<file path="src/rtl/robo_ctrl_pkg.sv">
// Shared types and defaults for the robot operator-control front end.
// Latency: n/a (types and constants only).
// Backpressure: n/a.
package robo_ctrl_pkg;

    typedef enum logic [1:0] {
        RST_HOLD = 2'd0,
        RUN      = 2'd1,
        STEP     = 2'd2,
        HALT     = 2'd3
    } state_t;

    localparam logic MODE_RUN  = 1'b0;
    localparam logic MODE_STEP = 1'b1;

    localparam int DEF_DEB_CYCLES = 16;
    localparam int DEF_RUN_DIV    = 4;
    localparam int DEF_RST_CYCLES = 2;
    localparam int DEF_CNT_W      = 16;

endpackage

</file>
<file path="src/rtl/btn_debounce.sv">
// Button conditioner: 2-FF synchronizer, debounce counter, 1-cycle press pulse.
// Latency: raw rising edge to o_press is 2 + DEB_CYCLES clocks.
// Backpressure: none; the pulse fires once per accepted 0->1 level change, releases are silent.
module btn_debounce
    import robo_ctrl_pkg::*;
#(
    parameter int DEB_CYCLES = DEF_DEB_CYCLES
) (
    input  logic clock,
    input  logic reset,
    input  logic i_btn,
    output logic o_press
);

    localparam int DW = $clog2(DEB_CYCLES + 1);

    logic          r_sync1;
    logic          r_sync2;
    logic          r_lvl;
    logic          r_press;
    logic [DW-1:0] r_cnt;

    // Bring the raw, asynchronous button into the clock domain.
    always_ff @(posedge clock or negedge reset) begin
        if (!reset) begin
            r_sync1 <= 1'b0;
            r_sync2 <= 1'b0;
        end else begin
            r_sync1 <= i_btn;
            r_sync2 <= r_sync1;
        end
    end

    // Accept a new level only after DEB_CYCLES consecutive differing samples; any agreeing sample restarts the count.
    always_ff @(posedge clock or negedge reset) begin
        if (!reset) begin
            r_lvl   <= 1'b0;
            r_cnt   <= '0;
            r_press <= 1'b0;
        end else begin
            r_press <= 1'b0;
            if (r_sync2 != r_lvl) begin
                if (r_cnt == DW'(DEB_CYCLES - 1)) begin
                    r_lvl   <= r_sync2;
                    r_cnt   <= '0;
                    r_press <= r_sync2;
                end else begin
                    r_cnt <= r_cnt + DW'(1);
                end
            end else begin
                r_cnt <= '0;
            end
        end
    end

    assign o_press = r_press;

endmodule

</file>
<file path="src/rtl/robo_step_ctrl.sv">
// Operator front end for the robot FSM: debounced buttons -> robot reset, RUN/STEP step enable, HALT latch.
// Latency: press pulse to robo_en/robo_reset/mode change is 1 clock; all outputs registered. ROBO_STEP_COUNT_EN adds step_count.
// Backpressure: none; events are unqueued pulses, same-cycle priority reset > anomaly > mode > step.
module robo_step_ctrl
    import robo_ctrl_pkg::*;
#(
    parameter int DEB_CYCLES = DEF_DEB_CYCLES,
    parameter int RUN_DIV    = DEF_RUN_DIV,
    parameter int RST_CYCLES = DEF_RST_CYCLES
`ifdef ROBO_STEP_COUNT_EN
    , parameter int CNT_W    = DEF_CNT_W
`endif
) (
    input  logic clock,
    input  logic reset,
    input  logic btn_reset,
    input  logic btn_mode,
    input  logic btn_step,
    input  logic anomaly,
    output logic robo_reset,
    output logic robo_en,
    output logic step_mode,
    output logic halted
`ifdef ROBO_STEP_COUNT_EN
    , output logic [CNT_W-1:0] step_count
`endif
);

    localparam int RW = $clog2(RST_CYCLES + 1);
    localparam int PW = $clog2(RUN_DIV + 1);

    logic w_rst_p;
    logic w_mode_p;
    logic w_step_p;

    state_t        r_state;
    state_t        w_state_nxt;
    logic          r_mode;
    logic          w_mode_nxt;
    logic [RW-1:0] r_rst_cnt;
    logic [RW-1:0] w_rst_cnt_nxt;
    logic [PW-1:0] r_presc;
    logic [PW-1:0] w_presc_nxt;
    logic          w_en_nxt;
    logic          r_robo_reset;
    logic          r_robo_en;
    logic          r_halted;

    btn_debounce #(.DEB_CYCLES(DEB_CYCLES)) u_deb_reset (
        .clock   (clock),
        .reset   (reset),
        .i_btn   (btn_reset),
        .o_press (w_rst_p)
    );

    btn_debounce #(.DEB_CYCLES(DEB_CYCLES)) u_deb_mode (
        .clock   (clock),
        .reset   (reset),
        .i_btn   (btn_mode),
        .o_press (w_mode_p)
    );

    btn_debounce #(.DEB_CYCLES(DEB_CYCLES)) u_deb_step (
        .clock   (clock),
        .reset   (reset),
        .i_btn   (btn_step),
        .o_press (w_step_p)
    );

    // Next state, mode, counters and step enable; priority chain drops lower events in the same cycle.
    always_comb begin
        w_state_nxt   = r_state;
        w_mode_nxt    = r_mode;
        w_rst_cnt_nxt = r_rst_cnt;
        w_presc_nxt   = '0;
        w_en_nxt      = 1'b0;
        if (w_rst_p) begin
            w_state_nxt   = RST_HOLD;
            w_rst_cnt_nxt = '0;
        end else begin
            case (r_state)
                RST_HOLD: begin
                    if (r_rst_cnt == RW'(RST_CYCLES - 1)) begin
                        w_state_nxt   = (r_mode == MODE_STEP) ? STEP : RUN;
                        w_rst_cnt_nxt = '0;
                    end else begin
                        w_rst_cnt_nxt = r_rst_cnt + RW'(1);
                    end
                end
                RUN: begin
                    if (anomaly) begin
                        w_state_nxt = HALT;
                    end else if (w_mode_p) begin
                        w_mode_nxt  = MODE_STEP;
                        w_state_nxt = STEP;
                    end else if (r_presc == PW'(RUN_DIV - 1)) begin
                        w_en_nxt    = 1'b1;
                        w_presc_nxt = '0;
                    end else begin
                        w_presc_nxt = r_presc + PW'(1);
                    end
                end
                STEP: begin
                    if (anomaly) begin
                        w_state_nxt = HALT;
                    end else if (w_mode_p) begin
                        w_mode_nxt  = MODE_RUN;
                        w_state_nxt = RUN;
                    end else if (w_step_p && !r_robo_en) begin
                        w_en_nxt = 1'b1;
                    end
                end
                HALT: begin
                    if (w_mode_p) begin
                        w_mode_nxt = ~r_mode;
                    end
                end
                default: begin
                    w_state_nxt = RST_HOLD;
                end
            endcase
        end
    end

    // State, mode and counter registers, plus outputs registered from the next state.
    always_ff @(posedge clock or negedge reset) begin
        if (!reset) begin
            r_state      <= RST_HOLD;
            r_mode       <= MODE_RUN;
            r_rst_cnt    <= '0;
            r_presc      <= '0;
            r_robo_reset <= 1'b1;
            r_robo_en    <= 1'b0;
            r_halted     <= 1'b0;
        end else begin
            r_state      <= w_state_nxt;
            r_mode       <= w_mode_nxt;
            r_rst_cnt    <= w_rst_cnt_nxt;
            r_presc      <= w_presc_nxt;
            r_robo_reset <= (w_state_nxt == RST_HOLD);
            r_robo_en    <= w_en_nxt;
            r_halted     <= (w_state_nxt == HALT);
        end
    end

    assign robo_reset = r_robo_reset;
    assign robo_en    = r_robo_en;
    assign step_mode  = r_mode;
    assign halted     = r_halted;

`ifdef ROBO_STEP_COUNT_EN
    logic [CNT_W-1:0] r_step_cnt;

    // Count issued steps, saturating; forced to zero while the robot is held in reset.
    always_ff @(posedge clock or negedge reset) begin
        if (!reset) begin
            r_step_cnt <= '0;
        end else if (r_state == RST_HOLD) begin
            r_step_cnt <= '0;
        end else if (r_robo_en && (r_step_cnt != {CNT_W{1'b1}})) begin
            r_step_cnt <= r_step_cnt + CNT_W'(1);
        end
    end

    assign step_count = r_step_cnt;
`endif

endmodule

</file>
<file path="config.mk">
export PLATFORM = sky130hd
export DESIGN_NAME = robo_step_ctrl
export DESIGN_NICKNAME = d
export VERILOG_FILES = /design/src/rtl/robo_ctrl_pkg.sv /design/src/rtl/btn_debounce.sv /design/src/rtl/robo_step_ctrl.sv
export SDC_FILE = /design/constraint.sdc
export NUM_CORES = 1
export LEC_CHECK = 0
export CAP_MARGIN = 20
export CORE_MARGIN = 2
export CORE_UTILIZATION = 57
export CTS_CLUSTER_DIAMETER = 40
export DETAILED_ROUTE_END_ITERATION = 6
export GPL_TIMING_DRIVEN = 0
export MAX_ROUTING_LAYER = met4
export PLACE_DENSITY = 0.77
export SETUP_SLACK_MARGIN = 0.15
export SLEW_MARGIN = 20
export SYNTH_ARGS = -nofsm -noshare
export SYNTH_HDL_FRONTEND = slang
export SYNTH_SLANG_ARGS = --single-unit
</file>
<file path="constraint.sdc">
create_clock -name clock -period 1.8 [get_ports clock]
set_input_delay 0.27 -clock clock [delete_from_list [all_inputs] [get_ports clock]]
set_output_delay 0.27 -clock clock [all_outputs]
set_load 0.02 [all_outputs]
</file>
==> results.cfg <==
[global_routing]
antenna_found_initial = 0
use_met2_pct = 30.7
grt_usage_pct = 19.7
top_usage_layer = met2
grt_pass1_wl_um = 4620
use_met3_pct = 7.48
grt_overflow = 0
grt_pass1_vias = 1042
gr-usage-met1_pct = 23.0
grt_max_degree = 32

[logic_synthesis]
synth_top_area_cell = dfrtp_1
netlist_top_cells_area = dfrtp_1 (57%), ha_1 (6.2%), nor2_1 (3.7%), xor2_1 (3.2%), mux2_1 (2.1%)
syn_inst = 138
ys_seq_area_share_pct = 58.7
async_reset_ff_share_pct = 100
synth.top_cell.area_share_pct = 57.1
ys_seq_elements = 38
synth_edf_count = 0
syn_avg_cell_area_um2 = 11.8
synth.distinct_cells = 31
synth_fp_nets = 152
netlist_area_um2 = 1620
ys_warn_count = 0
synth-main-ff-cell = dfrtp_1

[layout]
final_common_cell = dfrtp_1
utilization_pct = 67.6
drive_above_1_share_pct = 10.8
final_cell_mix = dfrtp_1 (37), nor2_1 (16), inv_1 (7)
syn2layout_area_growth_pct = 13.8
multi_input_area_um2 = 638
num_antenna_cells = 0
register_area_um2 = 952
nNetsFinal = 171
nFillCells = 217

[worst_setup_path]
path_max_fanout = 5
r2r_slack_ns = 0.24
critical_path_class = flop to flop
crit_arrival_ns = 1.80
crit_required_ns = 2.04
reg2reg_depth = 6
reg2reg_to = halted
cp-end-kind = flop
start_kind = flop
timing.rr.start = r_state[0]

[detailed_routing]
viasPerCell = 5.52
routed_wl_um = 2640
drt_iter0_drc = 30
num_vias = 1038
drc = 0
ant_nets = 0
first_pass_iters = 4
detail_route.wl_per_cell_um = 14.0

[timing]
fin_ws_ns = 0.238
min_period_ns = 1.56
max_slew.worst_pin.slew_ns = 0.397
setup_viol = 0
rsz0062_at_grt = no
max_clock_freq_ghz = 0.640
finClkSkew_ns = 0.00529
finalCritPeriodShare_pct = 86.8
report.final.slew_viol_count = 0
whs_ns = 0.296
slew_headroom_pct = 73.3
hold_viol_final = 0
setup_tns_ns = 0

[clock_tree]
clock_latency_ns = 0.34
cts_made_buffers = 5
htree_levels = 2
clk_pin_slew_ns = 0.10
tritoncts = yes
cts_root_buffer = clkbuf_4
clock_sinks = 38
clock_path_buffers = 2

[placement]
gp_congestion = 0.812
dp_slack_ns = 0.0989
numPortBuffers = 9
dpl.hpwl_um = 1920

[pwr]
power.density_nw_per_um2 = 1140
power.total_mw = 2.10
switching_share_pct = 31.2
internal-power_mw = 1.45
pwr-share-clk_pct = 18.8
leakagePower_nw = 0.903
share_comb_of_total_power_pct = 32.6
p_seq_share_pct = 48.6
ir_drop_uv = 999
power.switching_uw = 656

[floorplanning]
start_util_pct = 59.4
core_um2 = 2730
die_y_um = 57.4
die_w_um = 57.4
die_area_um2 = 3290
core.rowCount = 19
pin_count = 10

[hold_path]
worstHoldPathType = primary input to async pin

[job]
maxCapViolCount = 0

[run_status]
status = complete, no violations
## power groups by stage
stage | clock network [mW] | registers, mW | logic [mW]
CTS | 0.419 | 1.02 | 0.644
global route | 0.446 | 1.03 | 0.762
global placement | 0 | 1.03 | 0.591
floorplan | 0 | 1.04 | 0.440
detailed placement | 0 | 1.04 | 0.625
finish | 0.395 | 1.02 | 0.685
## worst max path at each step
stage	start	end	slack, ns
floorplan	r_state[1]	halted	0.32
CTS	r_state[1]	halted	0.17
global route	r_state[0]	halted	0.15
detailed placement	anomaly	r_state[0]	0.1
global placement	reset	u_deb_mode.r_cnt[3]	-0.33
finish	r_state[0]	halted	0.24
## worst max-delay path: stages, from the launching register on
cell	delay (ns)
dfrtp_1	0.43
inv_1	0.10
ha_1	0.27
nand2_1	0.11
mux2i_1	0.08
o31a_1	0.31
and2_1	0.16
## logic make-up after synthesis
kind of cell,after synthesis,share of synthesized area (%)
AOI/OAI and AO/OA,17,6.86
xor gates and xnor gates,9,4.86
adders and majority gates,8,6.17
buffers and inverters,10,2.47
DFF,38,58.7
muxes,7,4.86
and+or+nand+nor,49,16.1
## synthesized netlist by cell type (4+ instances only)
| master | number |
|---|---|
| inv_1 | 8 |
| and3_1 | 4 |
| dfrtp_1 | 37 |
| o21ai_1 | 4 |
| and2_1 | 4 |
| nand2_1 | 6 |
| ha_1 | 8 |
| nor2_1 | 16 |
| xor2_1 | 6 |
| nand3_1 | 5 |
| a21oi_1 | 5 |
## area by class of cell
| class | count | share of cell area, % |
|---|---|---|
| tap | 31 | 2.10 |
| clock buffer | 7 | 2.44 |
| buffer | 2 | 1.22 |
| inverter | 8 | 1.63 |
| multi-input combinational | 90 | 34.6 |
| timing repair buffer | 12 | 6.50 |
| sequential | 38 | 51.6 |
## layer usage
| layer | up-vias | routed length, um |
|---|---|---|
| li1 | 506 | - |
| met1 | 511 | 1130 |
| met2 | 15 | 1350 |
| met3 | 6 | 100 |
| met4 | 0 | 55 |
| met5 | - | 0 |
## sequential cells by signal, summed over array words and instances, names as in the netlist, 2 cells and up
name               flops
u_deb_mode.r_cnt       5
u_deb_reset.r_cnt      5
u_deb_step.r_cnt       5
r_presc                3
r_rst_cnt              2
r_state                2
## through the flow
step,cells,area (um^2)
floorplan,138,1620
detailed placement,179,1770
finish,188,1850
global placement,178,1750
global route,188,1850
CTS,188,1830
## timing repair
item / 4_1_cts / 5_1_grt
buffers inserted: 1 / 0
endpoints found under the setup margin: 3 / 3
gates resized for setup: 2 / 10
hold buffers: 1 / 0
endpoints found under the hold margin: 7 / 0
pin swaps: 0 / 2
Note: power is estimated with default switching activity, not from simulation.
